[src/rtl/mux_scan_seq.sv]
// Bit-serial scan sequencer. Captures a word, steps an external 32:1 mux
// select LSB- or MSB-first over len+1 bits, and offers each bit on a valid/ready stream.
module mux_scan_seq #(
   parameter int WIDTH = 32,
   parameter int SEL_W = 5
) (
   input  logic             clk,
   input  logic             reset,
   input  logic             start,
   input  logic [WIDTH-1:0] word,
   input  logic [SEL_W-1:0] len,
   input  logic             msb_first,
   input  logic             abort,
   output logic [WIDTH-1:0] mux_w,
   output logic [SEL_W-1:0] sel,
   input  logic             mux_out,
   output logic             bit_out,
   output logic             bit_valid,
   input  logic             bit_ready,
   output logic             last,
   output logic             busy,
   output logic             done
);

   typedef enum logic [1:0] {IDLE, SHIFT, DONE} state_t;

   state_t           state_q, state_d;
   logic [WIDTH-1:0] mux_w_q, mux_w_d;
   logic [SEL_W-1:0] sel_q, sel_d;
   logic [SEL_W-1:0] count_q, count_d;
   logic [SEL_W-1:0] len_q, len_d;
   logic             msb_q, msb_d;

   logic accept;
   logic xfer;
   logic at_end;

   assign accept = (state_q == IDLE) && start && !abort;
   assign xfer   = (state_q == SHIFT) && bit_ready && !abort;
   assign at_end = (count_q == len_q);

   // NOTE: every register, including the captured word, is cleared by reset so
   // the mux inputs and all outputs are defined immediately on assertion.
   always_ff @(posedge clk or posedge reset) begin
      if (reset) begin
         state_q <= IDLE;
         mux_w_q <= '0;
         sel_q   <= '0;
         count_q <= '0;
         len_q   <= '0;
         msb_q   <= 1'b0;
      end else begin
         // NOTE: non-blocking assignments so all flops sample the same pre-edge values.
         state_q <= state_d;
         mux_w_q <= mux_w_d;
         sel_q   <= sel_d;
         count_q <= count_d;
         len_q   <= len_d;
         msb_q   <= msb_d;
      end
   end

   always_comb begin
      // NOTE: default-first assignment keeps this block free of inferred latches.
      state_d = state_q;
      case (state_q)
         IDLE:    if (accept) state_d = SHIFT;
         SHIFT: begin
            if (abort)               state_d = IDLE;
            else if (xfer && at_end) state_d = DONE;
         end
         DONE:    state_d = IDLE;
         default: state_d = IDLE;
      endcase
   end

   // Datapath changes only on an accepted start or a non-final transfer.
   always_comb begin
      mux_w_d = mux_w_q;
      sel_d   = sel_q;
      count_d = count_q;
      len_d   = len_q;
      msb_d   = msb_q;
      if (accept) begin
         mux_w_d = word;
         len_d   = len;
         msb_d   = msb_first;
         count_d = '0;
         sel_d   = msb_first ? len : '0;
      end else if (xfer && !at_end) begin
         count_d = count_q + SEL_W'(1);
         sel_d   = msb_q ? (sel_q - SEL_W'(1)) : (sel_q + SEL_W'(1));
      end
   end

   always_comb begin
      bit_valid = (state_q == SHIFT);
      busy      = (state_q == SHIFT) || (state_q == DONE);
      done      = (state_q == DONE);
      last      = bit_valid && at_end;
      bit_out   = mux_out && bit_valid;
      mux_w     = mux_w_q;
      sel       = sel_q;
   end

endmodule

[config.mk]
export PLATFORM = sky130hd
export DESIGN_NAME = mux_scan_seq
export DESIGN_NICKNAME = d
export VERILOG_FILES = /design/src/rtl/mux_scan_seq.sv
export SDC_FILE = /design/constraint.sdc
export NUM_CORES = 1
export LEC_CHECK = 0
export ABC_AREA = 1
export BUFFER_PORTS_ARGS = -buffer_cell sky130_fd_sc_hd__buf_2
export CORE_UTILIZATION = 51
export CTS_BUF_LIST = sky130_fd_sc_hd__clkbuf_8
export DETAILED_ROUTE_END_ITERATION = 7
export HOLD_SLACK_MARGIN = 0.12
export PLACE_DENSITY = 0.86
export SYNTH_ARGS = -nofsm -noshare
export SYNTH_HDL_FRONTEND = slang
export SYNTH_SLANG_ARGS = --single-unit
[constraint.sdc]
create_clock -name clk -period 2 [get_ports clk]
set_input_delay 0.3 -clock clk [delete_from_list [all_inputs] [get_ports clk]]
set_output_delay 0.3 -clock clk [all_outputs]
set_load 0.05 [all_outputs]
==> results_tabular.tex <==
\begin{tabular}{lr}
\hline
Metric & Value \\
\hline
\multicolumn{2}{l}{\textbf{Critical path}} \\
Critical Setup Path Class & register to primary output \\
Type of origin of the critical path & register \\
Number of cell instances on the worst register-to-register path & 8 \\
Worst R2R Setup Slack & 0.34 ns \\
Reg-to-reg startpoint & state\_q[1]\$\_DFFE\_PP0P\_ \\
Req. time, crit path & 1.70 ns \\
Peak fanout along the critical path & 7 \\
Reg2reg end & sel[3]\$\_DFFE\_PP0P\_ \\
Kind of end point of the critical path & primary output \\
Data arrival time of the worst path & 1.54 ns \\
\multicolumn{2}{l}{\textbf{Placed design}} \\
Number of I/O port buffers & 85 \\
Placer congestion estimate & 0.844 \\
Dpl ws & 0.359 ns \\
Half-perimeter wire length of the detailed placement result & 3860 microns \\
\multicolumn{2}{l}{\textbf{Clock tree}} \\
CTS tree & done \\
Count of clock tree sinks & 50 \\
Post-CTS setup buffers & 0 \\
Clock-pin slew reported for the worst setup and hold paths after clock tree synthesis & 0.09 ns \\
Clock Path Buffers & 2 \\
Cts bufs inserted & 5 \\
Later-pin clock latency in the skew report & 0.30 ns \\
Clk Tree Root Cell & sky130\_fd\_sc\_hd\_\_clkbuf\_8 \\
CTS H-tree depth & 2 \\
\multicolumn{2}{l}{\textbf{Floorplanning}} \\
Width of the chip & 71.0 microns \\
Effective utilization at floorplan & 0.543 \\
CORE AREA & 4470 sq um \\
Count of boundary I/O pins & 86 \\
Die ar. & 5050 sq um \\
FP Rows & 24 \\
Die H & 71.0 microns \\
\multicolumn{2}{l}{\textbf{Global route}} \\
Met3 layer usage reported by global route & 0.0570 \\
Gr busiest metal & met2 \\
Total routing resource utilization after global routing & 0.240 \\
Total congestion overflow after global routing & 0 \\
Global routing met2 resource utilization & 0.390 \\
Number of global-route vias before repair & 2,036 \\
Initial antenna violation count & 0 \\
Pin count of the biggest net entering global routing & 41 \\
Global-route wire length before repair & 9450 microns \\
Met1 track utilization from global routing & 0.324 \\
\multicolumn{2}{l}{\textbf{Yosys}} \\
Net count of the mapped netlist & 343 \\
Sequential cell area fraction in the yosys report & 0.515 \\
Cell taking the most area after synthesis & sky130\_fd\_sc\_hd\_\_dfrtp\_1 \\
Post-Syn Instances & 290 \\
Synth Cell Area & 2430 sq um \\
Ys Warns & 0 \\
Synth top area cells & sky130\_fd\_sc\_hd\_\_dfrtp\_1 (51\%), sky130\_fd\_sc\_hd\_\_nand2\_1 (22\%), sky130\_fd\_sc\_hd\_\_ha\_1 (4.1\%), sky130\_fd\_sc\_hd\_\_nand3\_1 (3.3\%), sky130\_fd\_sc\_hd\_\_inv\_1 (2.6\%) \\
Post-synthesis register bit count & 50 \\
Distinct cell type count of the synthesized netlist & 26 \\
Top cell type's share of synthesized area & 0.515 \\
Syn Area/Cell & 8.38 sq um \\
\multicolumn{2}{l}{\textbf{Power}} \\
Total leakage power & 1.75 nW \\
Pwr Density & 1860 nW/um\^{}2 \\
Worst voltage drop across the vdd grid & 1.12 mV \\
Overall power after layout & 5.57 mW \\
\multicolumn{2}{l}{\textbf{Route}} \\
Final WL & 5330 microns \\
Number of routed nets with antenna violations & 0 \\
Violation count after the first detailed-routing iteration & 179 \\
Number of remaining DRC errors & 4 \\
Count of TritonRoute iterations in the first routing pass & 7 \\
Number of vias per cell after detailed routing & 4.95 \\
Average routed wire per standard cell & 12.5 microns \\
Via count & 2,117 \\
\multicolumn{2}{l}{\textbf{STA}} \\
Upper clock frequency limit & 0.543 GHz \\
Final count of pins violating max slew & 0 \\
Slew Limit Headroom & 0.684 \\
Measured slew at the worst slew-check pin & 0.474 ns \\
Final Hold Fails & 0 \\
Fin crit period & 1.84 ns \\
Total setup violations reported at the end of the flow & 0 \\
Final clock skew & 0.00573 ns \\
Post-route clock period utilization & 0.921 \\
Setup total negative slack & 0 ns \\
Worst Slack Setup Final & 0.157 ns \\
Setup repair after global routing missed its margin & no \\
\multicolumn{2}{l}{\textbf{Final layout}} \\
Leading cell types in the layout, fill and taps excluded & sky130\_fd\_sc\_hd\_\_nand2\_1 (145), sky130\_fd\_sc\_hd\_\_buf\_2 (84), sky130\_fd\_sc\_hd\_\_dfrtp\_1 (49) \\
Layout cells sized above 1 & 0.303 \\
Count of nets after finishing & 429 \\
Most common cell after layout, fill and taps aside & sky130\_fd\_sc\_hd\_\_nand2\_1 \\
Total inserted antenna cells & 0 \\
P\&R area growth vs syn & 23.1\% \\
Count of fill cells added during filler insertion & 374 \\
\multicolumn{2}{l}{\textbf{Outcome}} \\
Run status & finished, violations left \\
Failing checks & design-rule violations \\
\multicolumn{2}{l}{\textbf{Worst hold path}} \\
Worst hold endpoint & mux\_w[22]\$\_DFFE\_PP0P\_ \\
Hold Crit Class & input pin to register \\
Start point of the worst hold path & word[22] \\
Hold Path Cell Cnt & 3 \\
\multicolumn{2}{l}{\textbf{Job}} \\
Number of maximum-capacitance constraint violations & 0 \\
\hline
\end{tabular}
[worst max-delay path, stage by stage, from the launching register on]
cell and delay [ns]:
sky130_fd_sc_hd__dfrtp_1 0.47, sky130_fd_sc_hd__inv_1 0.06, sky130_fd_sc_hd__nand2_1 0.07, sky130_fd_sc_hd__nand2_2 0.07, sky130_fd_sc_hd__nor2_4 0.11, sky130_fd_sc_hd__nand3_4 0.13
sky130_fd_sc_hd__nor2_2 0.10, sky130_fd_sc_hd__clkbuf_4 0.23
[final cells by class]
| class | count | area, sq um | area share |
|---|---|---|---|
| Tap cell | 52 | 65.1 | 0.0217 |
| Clock inverter | 2 | 10.0 | 0.00335 |
| Multi-Input combinational cell | 209 | 1040 | 0.348 |
| Sequential cell | 50 | 1250 | 0.419 |
| Timing Repair Buffer | 90 | 480 | 0.161 |
| Inverter | 20 | 75.1 | 0.0251 |
| Clock buffer | 5 | 68.8 | 0.0230 |
[timing repair]
| item | CTS | global route |
|---|---|---|
| endpoints found under the hold margin | 21 | 0 |
| hold buffers | 1 | 0 |
| endpoints found under the setup margin | 0 | 1 |
| resized for setup | 0 | 2 |
[worst max-delay path by stage]
stage	to	startpoint	slack (ns)
2_1_floorplan	last	state_q[1]$_DFFE_PP0P_	0.07
3_3_place_gp	sel[2]$_DFFE_PP0P_	state_q[1]$_DFFE_PP0P_	0.40
3_5_place_dp	sel[2]$_DFFE_PP0P_	state_q[1]$_DFFE_PP0P_	0.36
4_1_cts	last	count_q[0]$_DFFE_PP0P_	0.11
5_1_grt	last	count_q[3]$_DFFE_PP0P_	0.02
6_report	last	count_q[2]$_DFFE_PP0P_	0.16
[routing by layer]
layer | part of all wire | wire length [microns] | up-vias
met1 | 0.44 | 2340 | 954
met5 | 0 | 0 | -
li1 | - | - | 1066
met4 | 0.016 | 84 | 0
met3 | 0.074 | 393 | 9
met2 | 0.47 | 2520 | 88
[synthesized netlist by cell type (all sizes together)]
master / n
clkbuf: 4
xor2: 2
xnor2: 4
a21oi: 5
nand4: 6
o22ai: 2
nor2: 4
nand3b: 1
ha: 8
dfrtp: 50
o21ai: 5
buf: 7
nand2: 148
nand3: 22
nor3: 1
inv: 20
fa: 1
[where the power goes]
group	internal (mW)	switching (mW)
Combinational	0.846	2.40
Sequential	1.46	0.317
Clock	0.235	0.312
Total	2.54	3.03
[cells by family (layout without fill, tap and decap cells)]
kind of cell | count (synthesis) | count (layout) | synth area share
flip-flops | 50 | 50 | 0.515
adder cells (fa/ha/maj) | 9 | 9 | 0.0494
buffers and inverters | 31 | 117 | 0.0587
XOR/XNOR | 6 | 6 | 0.0216
AND/OR/NAND/NOR | 182 | 182 | 0.330
AO/OA/AOI/OAI | 12 | 12 | 0.0257
[per-stage QoR]
stage	util	instance area [sq um]	cells	hold WS, ns
floorplan	-	2430	290	0.410
global placement	0.648	2900	420	0.336
detailed placement	0.648	2900	420	0.346
CTS	0.668	2990	428	0.182
global route	0.669	2990	428	0.185
finish	0.669	2990	428	0.188
[sequential cells by signal, indices dropped and copies added, names as in the netlist]
name and count:
mux_w 32, count_q 5, len_q 5, msb_q 1
state_q 2, sel 5
(Power assumes the default switching activity.)
